File: src/rtl/oclib_uart_pkg.sv
// Shared UART library constants and helpers.
// Latency: n/a (package only).
// Backpressure: n/a (package only).
package oclib_uart_pkg;

  // Default idle-lock release limit for the TX arbiter, in core cycles.
  localparam int TxArbTimeoutDefault = 1024;

  // Width of a counter that must hold the value 'limit' (never below 1 bit).
  function automatic int cnt_width(input int limit);
    int w;
    w = $clog2(limit + 1);
    return (w < 1) ? 1 : w;
  endfunction

endpackage

File: src/rtl/oclib_rr_pick.sv
// Round-robin picker: first set request strictly after last_i, wrapping to 0.
// Latency: purely combinational.
// Backpressure: none; caller decides when the pick is consumed.
// Ports: req_i request vector, last_i previous winner, idx_o winner, any_o any request set.
module oclib_rr_pick #(
  parameter int N = 2,
  parameter int W = $clog2(N)
) (
  input  logic [N-1:0] req_i,
  input  logic [W-1:0] last_i,
  output logic [W-1:0] idx_o,
  output logic         any_o
);

  logic         hi_any;
  logic [W-1:0] hi_idx;
  logic [W-1:0] lo_idx;

  // Scan downward so the last hit seen is the lowest index: hi_idx is the
  // lowest requester above last_i, lo_idx the lowest overall (wrap case).
  always_comb begin
    hi_any = 1'b0;
    hi_idx = '0;
    lo_idx = '0;
    for (int i = N - 1; i >= 0; i--) begin
      if (req_i[i]) begin
        lo_idx = W'(i);
        if (i > int'(last_i)) begin
          hi_idx = W'(i);
          hi_any = 1'b1;
        end
      end
    end
    idx_o = hi_any ? hi_idx : lo_idx;
    any_o = |req_i;
  end

endmodule

File: src/rtl/oc_uart_tx_arbiter.sv
// Message-atomic round-robin arbiter merging NumReq byte streams onto one UART TX channel.
// Latency: bytes pass combinationally while locked; one idle bubble between messages.
// Backpressure: txReady routed straight to the lock holder's reqReady; all others stall.
// Ports: clock/reset (async, active-high); reqValid/reqData/reqLast/reqReady per requester;
//        txValid/txData/txReady toward UART; grantActive/grantIdx lock status;
//        timeoutPulse one cycle when an idle lock is force-released.
module oc_uart_tx_arbiter
  import oclib_uart_pkg::*;
#(
  parameter int NumReq        = 2,
  parameter int TimeoutCycles = TxArbTimeoutDefault
) (
  input  logic                      clock,
  input  logic                      reset,
  input  logic [NumReq-1:0]         reqValid,
  input  logic [NumReq*8-1:0]       reqData,
  input  logic [NumReq-1:0]         reqLast,
  output logic [NumReq-1:0]         reqReady,
  output logic                      txValid,
  output logic [7:0]                txData,
  input  logic                      txReady,
  output logic                      grantActive,
  output logic [$clog2(NumReq)-1:0] grantIdx,
  output logic                      timeoutPulse
);

  localparam int              IdxW   = $clog2(NumReq);
  localparam int              CntW   = cnt_width(TimeoutCycles);
  localparam logic [CntW-1:0] CntMax = CntW'(TimeoutCycles);
  localparam bit              TmoEn  = (TimeoutCycles != 0);

  typedef enum logic {StIdle, StLocked} state_e;

  state_e          state_q, state_d;
  logic [IdxW-1:0] grant_q, grant_d;
  logic [IdxW-1:0] last_q, last_d;
  logic [CntW-1:0] cnt_q, cnt_d, cnt_inc;
  logic [IdxW-1:0] pick_idx;
  logic            pick_any;
  logic            g_valid, g_last, xfer;
  logic [7:0]      g_data;

  oclib_rr_pick #(.N(NumReq), .W(IdxW)) u_pick (
    .req_i  (reqValid),
    .last_i (last_q),
    .idx_o  (pick_idx),
    .any_o  (pick_any)
  );

  // Select the lock holder's request lane.
  always_comb begin
    g_valid = 1'b0;
    g_last  = 1'b0;
    g_data  = '0;
    for (int i = 0; i < NumReq; i++) begin
      if (grant_q == IdxW'(i)) begin
        g_valid = reqValid[i];
        g_last  = reqLast[i];
        g_data  = reqData[i*8 +: 8];
      end
    end
  end

  assign xfer    = (state_q == StLocked) && g_valid && txReady;
  assign cnt_inc = (cnt_q == CntMax) ? cnt_q : cnt_q + 1'b1;

  always_comb begin
    state_d      = state_q;
    grant_d      = grant_q;
    last_d       = last_q;
    cnt_d        = cnt_q;
    txValid      = 1'b0;
    txData       = '0;
    reqReady     = '0;
    timeoutPulse = 1'b0;
    unique case (state_q)
      StIdle: begin
        cnt_d = '0;
        if (pick_any) begin
          state_d = StLocked;
          grant_d = pick_idx;
        end
      end
      StLocked: begin
        // txValid comes only from the holder's valid, never from txReady.
        txValid = g_valid;
        txData  = g_data;
        for (int i = 0; i < NumReq; i++) begin
          reqReady[i] = (grant_q == IdxW'(i)) && txReady;
        end
        if (xfer) begin
          cnt_d = '0;
          if (g_last) begin
            state_d = StIdle;
            last_d  = grant_q;
          end
        end else if (!g_valid) begin
          // Idle cycles only; a transferring cycle never reaches here, so a
          // last-byte transfer always takes precedence over the timeout.
          cnt_d = cnt_inc;
          if (TmoEn && (cnt_inc == CntMax)) begin
            state_d      = StIdle;
            last_d       = grant_q;
            cnt_d        = '0;
            timeoutPulse = 1'b1;
          end
        end
      end
      default: state_d = StIdle;
    endcase
    grantActive = (state_q == StLocked);
    grantIdx    = (state_q == StLocked) ? grant_q : '0;
  end

  always_ff @(posedge clock or posedge reset) begin
    if (reset) begin
      state_q <= StIdle;
      grant_q <= '0;
      last_q  <= IdxW'(NumReq - 1);
      cnt_q   <= '0;
    end else begin
      state_q <= state_d;
      grant_q <= grant_d;
      last_q  <= last_d;
      cnt_q   <= cnt_d;
    end
  end

endmodule

File: config.mk
export PLATFORM = sky130hd
export DESIGN_NAME = oc_uart_tx_arbiter
export DESIGN_NICKNAME = d
export VERILOG_FILES = /design/src/rtl/oclib_uart_pkg.sv /design/src/rtl/oclib_rr_pick.sv /design/src/rtl/oc_uart_tx_arbiter.sv
export SDC_FILE = /design/constraint.sdc
export NUM_CORES = 1
export LEC_CHECK = 0
export CAP_MARGIN = 15
export CORE_MARGIN = 2
export CORE_UTILIZATION = 40
export DETAILED_ROUTE_END_ITERATION = 7
export HOLD_SLACK_MARGIN = 0.08
export PLACE_DENSITY = 0.77
export SYNTH_ARGS = -nofsm -noshare
export SYNTH_HDL_FRONTEND = slang
export SYNTH_SLANG_ARGS = --single-unit
export TNS_END_PERCENT = 10
File: constraint.sdc
create_clock -name clock -period 3.65 [get_ports clock]
set_input_delay 0.73 -clock clock [delete_from_list [all_inputs] [get_ports clock]]
set_output_delay 0.73 -clock clock [all_outputs]
set_load 0.02 [all_outputs]
Word-level counts from Yosys, hierarchy flattened
Cells that the tools add are included.
{"block": "word_totals", "ff_bits": 14, "latchBits": 0, "mem_bits_rw": 0, "rom_bits": 0, "output_inout_bits": 14, "word_cells": 52, "mem_count": 0}
{"block": "classes", "n_addsub": 1, "n_mul": 0, "div": 0, "magnitude_cmp": 1, "eq_ne": 5, "n_shift": 0, "muxes": 31, "bitwise": 2, "reduce_logical": 8}
{"operator": "$mux 11", "count": 4}
{"operator": "$eq 11x11->1 const B", "count": 2}
{"operator": "$mux 1", "count": 22}
{"operator": "$pmux 11 s2", "count": 1}
{"operator": "$mux 8", "count": 2}
{"operator": "$add 11x1->11 const B", "count": 1}
{"operator": "$logic_and 1x1->1", "count": 4}
{"operator": "$reduce_and 4->1", "count": 1}
{"operator": "$ne 3x2->1 const B", "count": 1}
{"operator": "$mux 2", "count": 1}
{"operator": "$ne 2x1->1 const B", "count": 1}
{"operator": "$ne 2x2->1 const B", "count": 1}
{"operator": "$not 1->1", "count": 2}
{"operator": "$pmux 1 s2", "count": 1}
{"operator": "$reduce_and 2->1", "count": 1}
{"operator": "$reduce_bool 2->1", "count": 1}
{"operator": "$reduce_or 2->1", "count": 1}
{"operator": "$gt 1x1->1 const A", "count": 1}

Logic depth before layout (Yosys ltp)
Gate-level depths: netlist of run 1.
{"block": "logic_depth", "word_depth": 7, "depth_mapped": 9, "depth_no_buf": 8}

Modules after synthesis
A second synthesis of run 1 with hierarchy kept.
{"block": "hier_totals", "hier_cells": 138, "hier_area_um2": 1171.1}
{"mod": "oc_uart_tx_arbiter", "instances": 1, "cells_each": 136, "area_each_um2": 1157.4, "seq_area_each_um2": 351.6}
{"mod": "oclib_rr_pick", "instances": 1, "cells_each": 2, "area_each_um2": 13.8, "seq_area_each_um2": 0.0}

Worst setup path after synthesis of run 1
Ideal clock, no wire load.
{"block": "synth_path", "path_kind": "flip-flop to output port", "startpoint": "reg cnt_q[1]", "endpoint": "out timeoutPulse", "arrival_time_ps": 1968, "path_slack_ps": 952, "path_stages_with_launch": 7, "n_path_buf": 0, "path_cell_list": "dfrtp_1 -> ha_1 -> a21bo_1 -> a211o_1 -> a22oi_1 -> nand4_2 -> nor3_1"}
{"block": "synth_via", "elab_chain_len": 7, "elab_cells_between_ends": 8, "cone_classes": "1 x add/sub; 2 x eq/ne; 5 x mux"}
{"element": "start: declaration", "line_no": "oc_uart_tx_arbiter.sv:37", "source": "logic [CntW-1:0] cnt_q, cnt_d, cnt_inc;"}
{"element": "start signal: assignment", "line_no": "oc_uart_tx_arbiter.sv:125", "source": "cnt_q <= cnt_d;"}
{"element": "$add 11x1->11 / $eq 11x11->1 (equally long branches)", "line_no": "oc_uart_tx_arbiter.sv:65", "source": "assign cnt_inc = (cnt_q == CntMax) ? cnt_q : cnt_q + 1'b1;"}
{"element": "$mux 11 *", "line_no": "oc_uart_tx_arbiter.sv:65"}
{"element": "$eq 11x11->1 *", "line_no": "oc_uart_tx_arbiter.sv:101", "source": "if (TmoEn && (cnt_inc == CntMax)) begin"}
{"element": "$mux 1 *", "line_no": "oc_uart_tx_arbiter.sv:101"}
{"element": "$mux 1 *", "line_no": "oc_uart_tx_arbiter.sv:97", "source": "end else if (!g_valid) begin"}
{"element": "$mux 1 *", "line_no": "oc_uart_tx_arbiter.sv:91", "source": "if (xfer) begin"}
{"element": "$mux 1 *", "line_no": "oc_uart_tx_arbiter.sv:76", "source": "unique case (state_q)"}
{"element": "end: declaration", "line_no": "oc_uart_tx_arbiter.sv:24", "source": "output logic timeoutPulse"}
Every way passes the cells marked *; elsewhere a longest branch is shown, timed or not.

Worst setup path after layout of run 1
Ends and elaborated chain as after synthesis.

==> impl_summary.md, run 1 <==
Clock tree
The buffer depth of the longest clock path is 2. The clock latency on the worst-skew pair is 0.29 ns. Clock-pin slew was measured on the worst setup and hold paths at 0.09 ns. The clock root buffer master is sky130_fd_sc_hd__clkbuf_4. For this design, the sink count on the clock tree is 14.

The total CTS buffers is 3. The number of setup buffers added after CTS is 0. The depth of the CTS H-tree is 1. TritonCTS built the clock tree.

STA
Final hold analysis gives a worst-case slack of 0.517 ns. The number of setup violations in the final report is 0. The final count of hold timing violations came to 0.

The final total negative setup slack is 0 ns. The clock period could shrink to 3.05 ns. The transition time at the pin with the least slew margin is 0.648 ns. The relative max-transition margin is 56.8%. In the finished design, the share of the clock period the worst path needs comes to 83.5%. The final worst slack is 0.600 ns. The maximum frequency from static timing analysis is 0.328 GHz.

The number of max-slew violations in the final report is 0. Across the routed clock network, the largest skew measured is 0.00482 ns. Setup repair after global routing left no endpoint under its margin.

Placement
The final weighted congestion of routability-driven global placement is 0.909. The number of buffers added on ports is 36. Summed over all nets, the half-perimeter wirelength after detailed placement is 2.08 mm. The setup slack after placement is 0.430 ns.

Drt
The total via count after detailed routing is 1,061. After the first detailed-routing iteration, the DRC count stood at 23. The number of iterations in the first detailed-routing pass is 4. Using the TritonRoute via totals, the vias-per-cell ratio works out to 5.44. The average wire per standard cell is 13.7 um. The wire length reported by the detailed router is 2.68 mm. For this run, design rule violations remaining after detail routing come to 0. In this run the remaining antenna-violating nets after routing total 0.

Status
The flow ran to the end, and the final reports show no timing, DRC or antenna violations.

Critical path
The critical setup path kind is reg -> out. Traced cell by cell, the critical path runs through ha_2 > nand3_2 > nor4_2 > xor2_1 > nand4_2 > nor3_1 > dlymetal6s2s_1. In this design, the stage delay of the slowest critical-path cell is 0.47 ns.

The kind of capture point of the worst setup path is an output pin. The worst setup path is launched from a register. The largest driver fanout on the critical path is 8.

The slowest stage of the critical path is the sky130_fd_sc_hd__dfrtp_1 cell. Data arrives at the worst endpoint at 2.32 ns. The critical path data required time is 2.92 ns.

Synthesis
The synthesized design contains 14 register bits. The share of flip-flops with an asynchronous set or reset after synthesis is 100%. Counting every instance in the synthesized netlist gives 132. Of the synthesized area, sequential elements account for 32.9%. The mean post-synth cell area is 8.10 um2.

By area the synthesized netlist is led by sky130_fd_sc_hd__dfrtp_1 (30%), sky130_fd_sc_hd__mux2i_1 (10%), sky130_fd_sc_hd__nor2_1 (5.6%). sky130_fd_sc_hd__dfrtp_1 takes more of the synthesized area than any other cell. The top cell type by area accounts for 30.4% of the synthesized area. The commonest register cell after synthesis is sky130_fd_sc_hd__dfrtp_1. The synthesized netlist occupies a cell area of 1070 um2. In this run, synthesis inferred 0 flip-flops with an integrated enable.

The synthesized netlist contains 39 unique library cells. The number of warnings issued by yosys is 0. Counting every net in the synthesized netlist gives 157.

Power and ir drop
Across the VDD grid, the largest voltage drop is 493 uV. The leakage power summed over all cells is 0.634 nW. Summing internal, switching and leakage power gives 0.796 mW.

Dividing total power by cell area gives a power density of 540 nW/um2.

Final layout
Registers take 353 um2. The area of combinational cells with multiple inputs is 664 um2. In the final layout, the share of cells above drive strength 1 is 7.27%.

The number of nets in the layout is 191. The post-layout utilization of the core is 59.0%. The top cell types in the final layout, fill and taps aside, are sky130_fd_sc_hd__clkdlybuf4s50_1 (35), sky130_fd_sc_hd__nor2_1 (16), sky130_fd_sc_hd__nand2_1 (14), sky130_fd_sc_hd__dfrtp_1 (12), sky130_fd_sc_hd__mux2i_1 (11).

Compared with the post-synthesis result, the final layout area differs by 37.8%. The most frequent standard cell in the layout excluding fill and tap cells is sky130_fd_sc_hd__clkdlybuf4s50_1. The number of fill cells in the layout is 205.

The number of diodes added for antenna fixing is 0.

Floorplanning
The core outline area is 2500 um2. The total die area is 3100 um2. The top-level port count is 37. The initial core utilization is 42.8%. The floorplan has 18 rows. The die boundary height is 55.7 um. The floorplan die width is 55.7 um.

GRT
Global routing used 17.8% of the available tracks. Entering global routing, the biggest net connects 16 pins. The remaining global-route overflow is 0. The number of antenna violations at the first check in global routing came to 0. The number of global-route vias before repair was 974. The wire length of the first global-routing pass is 4.43 mm.

Min path
The type of the most critical hold path is reg -> reg.

Job
The number of max-cap violations is 0.
## synth_stat cells (2+ instances only)
cell / instances
sky130_fd_sc_hd__nand2_1: 14
sky130_fd_sc_hd__a21oi_1: 3
sky130_fd_sc_hd__o31ai_1: 5
sky130_fd_sc_hd__nand4_1: 2
sky130_fd_sc_hd__o21ai_0: 10
sky130_fd_sc_hd__dfrtp_1: 13
sky130_fd_sc_hd__nor3_1: 5
sky130_fd_sc_hd__xnor2_1: 2
sky130_fd_sc_hd__inv_1: 6
sky130_fd_sc_hd__clkbuf_1: 4
sky130_fd_sc_hd__nand3_1: 8
sky130_fd_sc_hd__and3_1: 5
sky130_fd_sc_hd__ha_1: 2
sky130_fd_sc_hd__a32o_1: 2
sky130_fd_sc_hd__buf_2: 2
sky130_fd_sc_hd__mux2i_1: 11
sky130_fd_sc_hd__nor2_1: 16
## critical path: cells and delay by family (launching register included)
kind          cells  cell delay [ns]
xor+xnor          1             0.26
buf+inv           1             0.25
flops             1             0.47
simple gates      4             0.77
fa+ha+maj         1             0.29
## flip-flops by register name, summed over array words and instances, names as in the netlist
name and count:
last_q 1, cnt_q 11, grantActive 1, grant_q 1
## path summary, 6_finish.rpt
path,start,to,slack [ns],depth (start not counted)
hold reg to reg,cnt_q[5],cnt_q[5],0.52,1
max in group asynchronous,reset,cnt_q[0],2.49,2
setup reg to reg,grant_q,last_q,1.38,7
hold / removal,cnt_q[5],cnt_q[5],0.52,1
setup / recovery,cnt_q[1],timeoutPulse,0.60,7
min in group asynchronous,reset,cnt_q[2],0.77,2
## report_power, final
part / switching [mW] / total [mW] / internal (mW)
Combinational: 0.224 / 0.447 / 0.222
Clock: 0.0515 / 0.0940 / 0.0425
Sequential: 0.0690 / 0.255 / 0.186
Total: 0.345 / 0.796 / 0.451
## timing repair
item,CTS,global route
resized for setup,0,3
hold buffers,0,0
setup endpoints to repair,0,1
## cell families (layout without fill, tap and decap cells)
family,after synthesis,after routing,share of synthesized area [%]
xor gates and xnor gates,3,3,2.46
and+or+nand+nor,61,61,29.5
DFF,14,14,32.9
adders and majority gates,2,2,2.34
buffers and inverters,14,47,5.26
muxes,12,12,11.3
AOI/OAI and AO/OA,26,26,16.3
## through the flow
stage	cell area, um2	cells
global route	1470	195
global placement	1440	191
detailed placement	1440	191
finish	1470	195
floorplan	1070	132
CTS	1470	195
## routing by layer
metal	GRT usage [%]	part of all wire (%)	up-vias
met2	28.7	46	37
met5	0	0	-
met3	5.81	6.8	2
li1	-	-	540
met4	4.18	0.41	0
met1	23.0	47	482
## layout make-up
type                            instances  area share, %
Clock buffer                            4           1.78
Sequential cell                        14           23.9
Inverter                                6           1.53
Tap cell                               30           2.55
Timing Repair Buffer                   37           25.1
Multi-Input combinational cell        104           45.1
Note: power is estimated with default switching activity, not from simulation.
==> run 2, diff against run 1 <==
PLACE_DENSITY = 0.8   (was 0.77)
clock period = 2.46 ns   (was 3.65 ns; I/O delays follow)
==> run 2 against run 1 <==
Compared with the run above:
- the run now ends with negative setup slack left
- count of clock-buffer cells in the layout did not move
- global-route usage increased by 2.9 points
- wire length grew 26%
- combinational power is 100% higher
- largest cell class unchanged
- largest power group unchanged
==> impl_summary.md, run 2 (synthesis results as in run 1) <==
Power and ir drop
The portion of total power attributed to the clock network is 12.3%. The sequential cell fraction of total power is 23.4%. Cell internal power was estimated by the tool at 0.818 mW. In this run the power density over the cells is 778 nW/um2. Net switching is 41.3% of the power.

Across the VDD grid, the largest voltage drop is 690 uV. The leakage power summed over all cells is 0.814 nW. In this run the power spent charging and discharging nets is 0.575 mW. The combinational group share of total power is 64.3%.

STA
The final count of hold timing violations is 0. The number of setup violations in the final report is 1. The number of max-slew violations in the final report is 0. The relative max-transition margin is 62.2%. Setup repair after global routing could not meet its margin everywhere. The transition time at the pin with the least slew margin is 0.566 ns.

In the post-route analysis, the smallest setup slack over all paths is -0.0251 ns. The post-route minimum period is 2.49 ns. Clock skew on the completed layout was measured at 0.00714 ns. Based on the critical path, the design can be clocked at up to 0.402 GHz. The worst slack on hold paths is 0.552 ns. The final critical path takes up 101% of the cycle.

Status
The checks that failed: negative setup slack. The flow ran to the end, but the final reports show violations.

Floorplanning
The floorplan step defined a die boundary enclosing 3100 um2. The die is 55.7 um wide. The core outline area is 2500 um2.

The die is 55.7 um tall. The top-level port count is 37. The initial core utilization is 42.8%. The number of rows in the core area is 18.

Critical path
The worst reg2reg path startpoint is cnt_q[6]. Across all register-to-register paths, the minimum setup slack is 0.30 ns. The depth of the worst register-to-register path is 8. The critical path startpoint category is a register.

The largest driver fanout on the critical path is 9. The data arrival at the endpoint of the critical path is 1.99 ns. The critical path data required time is 1.97 ns. The end of the worst register-to-register path is last_q. STA classifies the critical path endpoint as an output pin. The critical setup path kind is reg -> out.

Final layout
The layout-stage area growth over the synthesis result is 67.4%. The fraction of layout cells with a size suffix above 1 is 27.4%. The register with the most flip-flops in the layout has 11 of them. The library cells used most frequently in the layout, excluding fill and tap cells, are sky130_fd_sc_hd__clkdlybuf4s50_1 (34), sky130_fd_sc_hd__buf_4 (33), sky130_fd_sc_hd__nor2_1 (16), sky130_fd_sc_hd__nand2_1 (14). The most frequent standard cell in the layout excluding fill and tap cells is sky130_fd_sc_hd__clkdlybuf4s50_1. The register bank with the most flops is cnt_q. The number of nets in the layout is 223.

The repair_antennas step left the layout with diodes totalling 0.

Drt
Dividing the detail-routed wire length by the instance count gives 14.9 um. The first detailed-routing pass ran for 4 iterations. The detail route stage leaves a number of antenna-violating nets equal to 0. Dividing the detail-routed via count by the number of cells gives 5.61.

After the first detailed-routing iteration, the DRC count stood at 23. The routed layout has 1,273 vias. For this block, the routed nets add up to 3.38 mm of wire.

The final routed DRC violation total is 0.

Placement
The placed wire-length estimate is 2.61 mm. Routability-driven placement finished with a final weighted congestion of 0.955. Buffers placed on the I/O ports in this run total 36. Before CTS, the worst setup slack after placement is -0.277 ns.

Clock tree
The clock tree from TritonCTS is yes. CTS placed an instance of sky130_fd_sc_hd__clkbuf_4 at the clock tree root. In this run the number of H-tree levels came out at 1.

The clock latency on the worst-skew pair is 0.28 ns. No sink is reached through more buffers than the 2 on the longest clock path. The clock transition time at the flip-flop clock pins of the worst setup and hold paths is 0.10 ns. The CTS sink count is 14. The total CTS buffers is 3.

GRT
The wire length of the first global-routing pass is 5.25 mm. The remaining global-route overflow is 0. For this run, the total global-route usage over all layers was measured as 20.7%.

The number of global-route vias before repair is 1,265. Entering global routing, the biggest net connects 15 pins. The number of antenna violations at the first check in global routing is 0.

Min path
The worst hold path belongs to the class in -> async.

Job
The number of max-cap violations is 0.
run 2: power by group through the flow:
stage	sequential, mW	combinational (mW)	clock [mW]
global placement	0.314	0.815	0
detailed placement	0.318	0.836	0
floorplan	0.313	0.459	0
global route	0.334	0.956	0.183
CTS	0.314	0.853	0.170
finish	0.327	0.895	0.171
run 2: repair_timing:
item | in CTS | in global routing
resized for setup | 9 | 13
pin swaps | 1 | 5
buffers inserted | 1 | 1
setup endpoints to repair | 1 | 2
hold buffers | 0 | 0
gates cloned | 0 | 0
run 2: worst max path at each step:
stage | from | end
floorplan | cnt_q[1] | timeoutPulse
global placement | cnt_q[0] | timeoutPulse
detailed placement | cnt_q[0] | timeoutPulse
CTS | cnt_q[0] | timeoutPulse
global route | cnt_q[6] | timeoutPulse
finish | cnt_q[6] | timeoutPulse
run 2: final cells by class:
type | count | area [um2]
Multi-Input combinational cell | 104 | 727
Fill cell | 170 | 709
Timing Repair Buffer | 69 | 612
Sequential cell | 14 | 355
Tap cell | 30 | 37.5
Clock buffer | 4 | 36.3
Inverter | 6 | 22.5
run 2: through the flow:
step | setup TNS (ns) | instances | instance area (um2) | power (mW) | util (%)
floorplan | 0 | 132 | 1070 | 0.772 | -
global placement | -0.210 | 221 | 1670 | 1.13 | 66.7
detailed placement | -0.277 | 221 | 1670 | 1.15 | 66.7
CTS | -0.0903 | 226 | 1730 | 1.34 | 69.1
global route | -0.128 | 227 | 1790 | 1.47 | 71.6
finish | -0.0251 | 227 | 1790 | 1.39 | 71.6
run 2: per-layer routing:
| metal | global-route usage, % | up-vias | part of all wire, % |
|---|---|---|---|
| met4 | 8.71 | 0 | 2.9 |
| met1 | 22.7 | 601 | 40 |
| met3 | 5.58 | 10 | 6.3 |
| li1 | - | 607 | - |
| met2 | 37.2 | 55 | 50 |
| met5 | 0 | - | 0 |
run 2: critical path: stages, from the launching register on:
cell and delay, ns:
sky130_fd_sc_hd__dfrtp_1 0.49, sky130_fd_sc_hd__nor3_1 0.38, sky130_fd_sc_hd__nand3_2 0.15, sky130_fd_sc_hd__mux2i_2 0.24
sky130_fd_sc_hd__nand2_1 0.11, sky130_fd_sc_hd__nor3_2 0.17, sky130_fd_sc_hd__buf_4 0.16
